`config.mk`:
```
export PLATFORM = sky130hd
export DESIGN_NAME = irq_priority_encoder_flat
export DESIGN_NICKNAME = d
export VERILOG_FILES = /design/src/rtl/irq_priority_encoder_pkg.sv /design/src/rtl/irq_priority_encoder_if.sv /design/src/rtl/prio_find_msb.sv /design/src/rtl/irq_priority_encoder.sv /design/src/flat_wrapper.sv
export SDC_FILE = /design/constraint.sdc
export NUM_CORES = 1
export LEC_CHECK = 0
export CAP_MARGIN = 20
export CORE_UTILIZATION = 25
export DETAILED_ROUTE_END_ITERATION = 12
export PLACE_DENSITY = 0.47
export SLEW_MARGIN = 30
export SYNTH_ARGS = -nofsm -noshare
export SYNTH_HDL_FRONTEND = slang
export SYNTH_SLANG_ARGS = --single-unit
```
`constraint.sdc`:
```
create_clock -name clk -period 4.5 [get_ports clk]
set_clock_uncertainty 0.2 [all_clocks]
set_input_delay 0.9 -clock clk [delete_from_list [all_inputs] [get_ports clk]]
set_output_delay 0.9 -clock clk [all_outputs]
set_load 0.02 [all_outputs]
```
`src/rtl/irq_priority_encoder_pkg.sv`:
```
// Shared state encoding and elaboration helpers for the interrupt priority
// encoder and the arbiters that reuse its highest-set-bit search.
package irq_pkg;

  typedef enum logic [0:0] {
    IDLE    = 1'b0,
    PRESENT = 1'b1
  } irq_state_t;

  // Width of an index able to address 'value' distinct entries.
  function automatic int clog2(input int value);
    int r;
    r = 0;
    while ((1 << r) < value) r++;
    return r;
  endfunction

endpackage

```
`src/rtl/irq_priority_encoder_if.sv`:
```
// Grant channel from the priority encoder to its consumer: the encoder
// presents an index with out_valid and the consumer accepts it with out_ready.
interface irq_priority_encoder_if #(
  parameter int N = 8
);
  import irq_pkg::*;

  localparam int W = clog2(N);

  logic         out_valid;
  logic         out_ready;
  logic [W-1:0] out_idx;

  modport master (
    output out_valid,
    output out_idx,
    input  out_ready
  );

  modport slave (
    input  out_valid,
    input  out_idx,
    output out_ready
  );

endinterface

```
`src/rtl/prio_find_msb.sv`:
```
// Combinational search for the highest set bit of a vector; found is low
// and idx is zero when the vector is empty.
module prio_find_msb
  import irq_pkg::*;
#(
  parameter  int N = 8,
  localparam int W = clog2(N)
) (
  input  logic [N-1:0] vec,
  output logic [W-1:0] idx,
  output logic         found
);

  // Ascending scan: the last set bit seen is the highest one.
  always_comb begin
    idx   = '0;
    found = 1'b0;
    for (int i = 0; i < N; i++) begin
      if (vec[i]) begin
        idx   = W'(i);
        found = 1'b1;
      end
    end
  end

endmodule

```
`src/rtl/irq_priority_encoder.sv`:
```
// Registered priority encoder: captures request edges (or levels) into
// pending bits, masks them and hands the highest channel to a consumer.
module irq_priority_encoder
  import irq_pkg::*;
#(
  parameter int N         = 8,
  parameter int EDGE_MODE = 1
) (
  input  logic                   clk,
  input  logic                   rst_n,
  input  logic [N-1:0]           req,
  input  logic [N-1:0]           mask,
  irq_priority_encoder_if.master grant,
  output logic [N-1:0]           pending,
  output logic                   any_pending
);

  localparam int W = clog2(N);

  irq_state_t   state;
  irq_state_t   state_next;
  logic [N-1:0] req_d;
  logic [N-1:0] hold;
  logic [N-1:0] clr;
  logic [N-1:0] cand;
  logic [N-1:0] pending_next;
  logic [W-1:0] idx_q;
  logic [W-1:0] idx_next;
  logic [W-1:0] win_idx;
  logic         win_found;
  logic         accept;

  assign grant.out_valid = (state == PRESENT);
  assign grant.out_idx   = idx_q;
  assign accept          = grant.out_valid && grant.out_ready;

  // Excluding the channel on display lets the following winner be picked in
  // the same cycle it is accepted, giving one grant per clock.
  assign hold = grant.out_valid ? (N'(1) << idx_q) : '0;
  assign clr  = accept ? hold : '0;
  assign cand = pending & mask & ~hold;

  // A rising edge in the accept cycle re-sets the bit being cleared.
  always_comb begin
    pending_next = req;
    if (EDGE_MODE != 0) begin
      pending_next = (pending & ~clr) | (req & ~req_d);
    end
  end

  prio_find_msb #(
    .N (N)
  ) u_find (
    .vec   (cand),
    .idx   (win_idx),
    .found (win_found)
  );

  always_comb begin
    // NOTE: every output of this block gets a default first, so no path can
    // leave a value unassigned and infer a latch.
    state_next = state;
    idx_next   = idx_q;
    case (state)
      IDLE: begin
        if (win_found) begin
          state_next = PRESENT;
          idx_next   = win_idx;
        end
      end
      PRESENT: begin
        if (grant.out_ready) begin
          if (win_found) begin
            idx_next = win_idx;
          end else begin
            state_next = IDLE;
          end
        end
      end
    endcase
  end

  // NOTE: state updates use non-blocking assignments so every register samples
  // pre-edge values, independent of statement order.
  always_ff @(posedge clk or negedge rst_n) begin
    if (!rst_n) begin
      state       <= IDLE;
      idx_q       <= '0;
      req_d       <= '0;
      pending     <= '0;
      any_pending <= 1'b0;
    end else begin
      state       <= state_next;
      idx_q       <= idx_next;
      req_d       <= req;
      pending     <= pending_next;
      any_pending <= |(pending & mask);
    end
  end

endmodule
```
`src/flat_wrapper.sv`:
```
// flat-port wrapper written by rule: the top's interface ports become plain ports
module irq_priority_encoder_flat import irq_pkg::*;
#(
  parameter int N         = 8,
  parameter int EDGE_MODE = 1
)
  (clk, rst_n, req, mask, pending, any_pending, grant_out_valid, grant_out_idx, grant_out_ready);
  irq_priority_encoder_if #(.N(N)) grant_i ();
  input  logic clk;
  input  logic rst_n;
  input  logic [N-1:0] req;
  input  logic [N-1:0] mask;
  output logic [N-1:0] pending;
  output logic any_pending;
  output wire logic [$bits(grant_i.out_valid)-1:0] grant_out_valid;
  output wire logic [$bits(grant_i.out_idx)-1:0] grant_out_idx;
  input wire logic [$bits(grant_i.out_ready)-1:0] grant_out_ready;
  assign grant_out_valid = grant_i.out_valid;
  assign grant_out_idx = grant_i.out_idx;
  assign grant_i.out_ready = grant_out_ready;
  irq_priority_encoder #(.N(N), .EDGE_MODE(EDGE_MODE)) u_core (.clk(clk), .rst_n(rst_n), .req(req), .mask(mask), .grant(grant_i), .pending(pending), .any_pending(any_pending));
endmodule
```
==> results_dict.tcl <==
set metrics [dict create \
    synth.distinct_cells 25 \
    dp.cells 171 \
    initial_utilization_pct 26.19 \
    crit_family "buffers and inverters" \
    worst_pin_slew_ns 0.4830 \
    area_growth_pct 39.12 \
    synth-edff-count 0 \
    grt_max_degree 22 \
    synth_area_leader_cell "dfrtp_1" \
    drv_cap 0 \
    finalHoldViolCount 0 \
    ant_nets 0 \
    drtPass1Iterations 4 \
    slew_headroom_pct 67.80 \
    synth_seq_cells 21 \
    clkLatencyLatePin_ns 0.26 \
    grt_overflow 0 \
    drc 0 \
    cp-start-kind "flip-flop" \
    cts_buffer_depth 2 \
    drt-total-wl_mm 2.338 \
    num_antenna_cells 0 \
    clk_pin_slew_ns 0.08 \
    crit_buf_inv 1 \
    antenna_found_initial 0 \
    ios 32 \
    grt_pass1_wl_mm 3.898 \
    outcome "finished, final reports clean" \
    cpMaxStageDelayCell "clkdlybuf4s50_1" \
    synthTopCellsByCount "dfrtp_1 (21), o21ai_0 (19), nand2_1 (11)" \
    cts_setup_buffers 0 \
    root_buffer "clkbuf_8" \
    synth.most_common_cell "dfrtp_1" \
    p_per_area_mw_per_mm2 551.7 \
    final_cell_count_no_fill 175 \
    ir_worst_vdd_v 0.0002591 \
    synthFlopType "dfrtp_1" \
    postCtsHoldBufs 0 \
    dr.first_iter.drc_count 36 \
    ys_seq_area_share_pct 54.40 \
    clock-sinks 21 \
    die_w_um 64.16 \
    holdWs_ns 0.2164 \
    min_period_ns 2.633 \
    die_y_um 64.16 \
    coreArea_mm2 0.003689 \
    gp_congestion 0.7996 \
    cts_max_level 1 \
    cts_tree "built" \
    synth.area.top_cells "dfrtp_1 (54%), o21ai_0 (9.8%), nand2_1 (4.3%)" \
    placement.io_buffers 31 \
    synth.avg_cell_area_um2 10.17 \
    ctsResizeCount 0 \
    setup_viol 0 \
    tns_ns 0 \
    grt_use_total_pct 12.36 \
    worstPathCellList "clkdlybuf4s50_1" \
    syn_area_um2 965.9 \
    dp_hpwl_mm 1.703 \
    async_reset_ff_share_pct 100.0 \
    rsz0062_at_grt "no" \
    cp.required_ns 3.40 \
    nets 147 \
    timing.final.crit_share_pct 58.50 \
    crit_arrival_ns 1.53 \
    cp_max_fo 13 \
    routedWlPerCell_um 13.36 \
    max_freq_mhz 379.9 \
    final_cell_area_mm2 0.001344 \
    cellLeakagePower_nw 0.5557 \
    grt_pass1_vias 816 \
    numCtsBuffers 3 \
    drive_above_1_share_pct 8.661 \
    syn_inst 95 \
    syn-num-nets 114 \
    critPathCaptureType "primary output" \
    worstSetupPathType "flip-flop to primary output" \
    slowest_delay_ns 0.68 \
    slew_viol_final 0 \
    placementRows 22 \
    num_vias 836 \
    vias_per_cell 4.777 \
    fp.dieArea_mm2 0.004117 \
    placedInstanceArea_mm2 0.001303 \
    yosysTopAreaCellShare_pct 54.40 \
    hold_class "flip-flop to flip-flop" \
    ys.warnings.count 0 \
]
routing by layer:
metal | share of wire, % | track usage, % | vias to the layer above | wire [um]
met5 | 0 | 0 | - | 0
met2 | 48 | 19.55 | 26 | 1120
met3 | 5.1 | 3.571 | 2 | 120
li1 | - | - | 400 | -
met1 | 46 | 16.72 | 408 | 1072
met4 | 1.0 | 2.500 | 0 | 24
state kept, by name, indices dropped and copies added, names as in the netlist:
register	flops
u_core.any_pending	1
u_core.req_d	8
u_core.grant.out_idx	3
u_core.grant.out_valid	1
u_core.pending	8
report_power, final:
part	total, W	switching [W]	internal, W
clock	0.000123	0.0000617	0.0000616
combinational	0.000323	0.000170	0.000153
sequential	0.000295	0.0000620	0.000233
total	0.000741	0.000293	0.000448
path summary, 6_finish.rpt:
path                            depth (start not counted)  slack (ns)                 endpoint                   start
worst max-delay path                                    1        1.87          grant_out_valid  u_core.grant.out_valid
worst min-delay path                                    1        0.22        u_core.pending[0]         u_core.req_d[0]
worst max register to register                          5        2.25  u_core.grant.out_idx[1]  u_core.grant.out_valid
worst min register to register                          1        0.22        u_core.pending[0]         u_core.req_d[0]
max in group asynchronous                               1        3.38   u_core.grant.out_valid                   rst_n
min in group asynchronous                               1        0.39          u_core.req_d[6]                   rst_n
logic make-up after synthesis:
logic type      count (synthesis)  synth area share [%]
compound gates                 30                 18.91
simple gates                   30                 17.36
buf+inv                        12                 6.994
mux                             2                 2.331
flops                          21                 54.40
cells in the final DEF, fill, tap and decap left out, drive strengths merged:
cell,instances
a41o,2
nor4,1
nand3,3
mux2,2
a211oi,1
o311ai,1
o21ai,19
or2,1
a31o,1
clkbuf,3
and4bb,1
nand3b,1
clkinv,1
a21oi,2
nor2b,3
a31oi,3
o31ai,1
buf,1
nor2,4
inv,9
nand4,3
nand2b,1
dfrtp,21
nand2,11
and3,1
clkdlybuf4s50,30
per-stage QoR:
| step | util (%) | total power [W] | setup WS (ns) |
|---|---|---|---|
| 6_report | 36.43 | 0.0007414 | 1.867 |
| 5_1_grt | 36.43 | 0.0007976 | 1.797 |
| 3_5_place_dp | 35.31 | 0.0006211 | 1.718 |
| 2_1_floorplan | - | 0.0004872 | 2.282 |
| 3_3_place_gp | 35.31 | 0.0006208 | 1.735 |
| 4_1_cts | 36.57 | 0.0007498 | 1.878 |
final cells by class:
class / instances / area (um2)
multi-input cells: 62 / 372.9
clock buffers: 3 / 41.29
repair buffers: 31 / 305.3
inverters: 9 / 33.78
clock inverters: 1 / 5.005
flip-flops and latches: 21 / 525.5
fillers: 409 / 2345
well taps: 48 / 60.06
No activity file was read; power rests on OpenSTA's default activity.
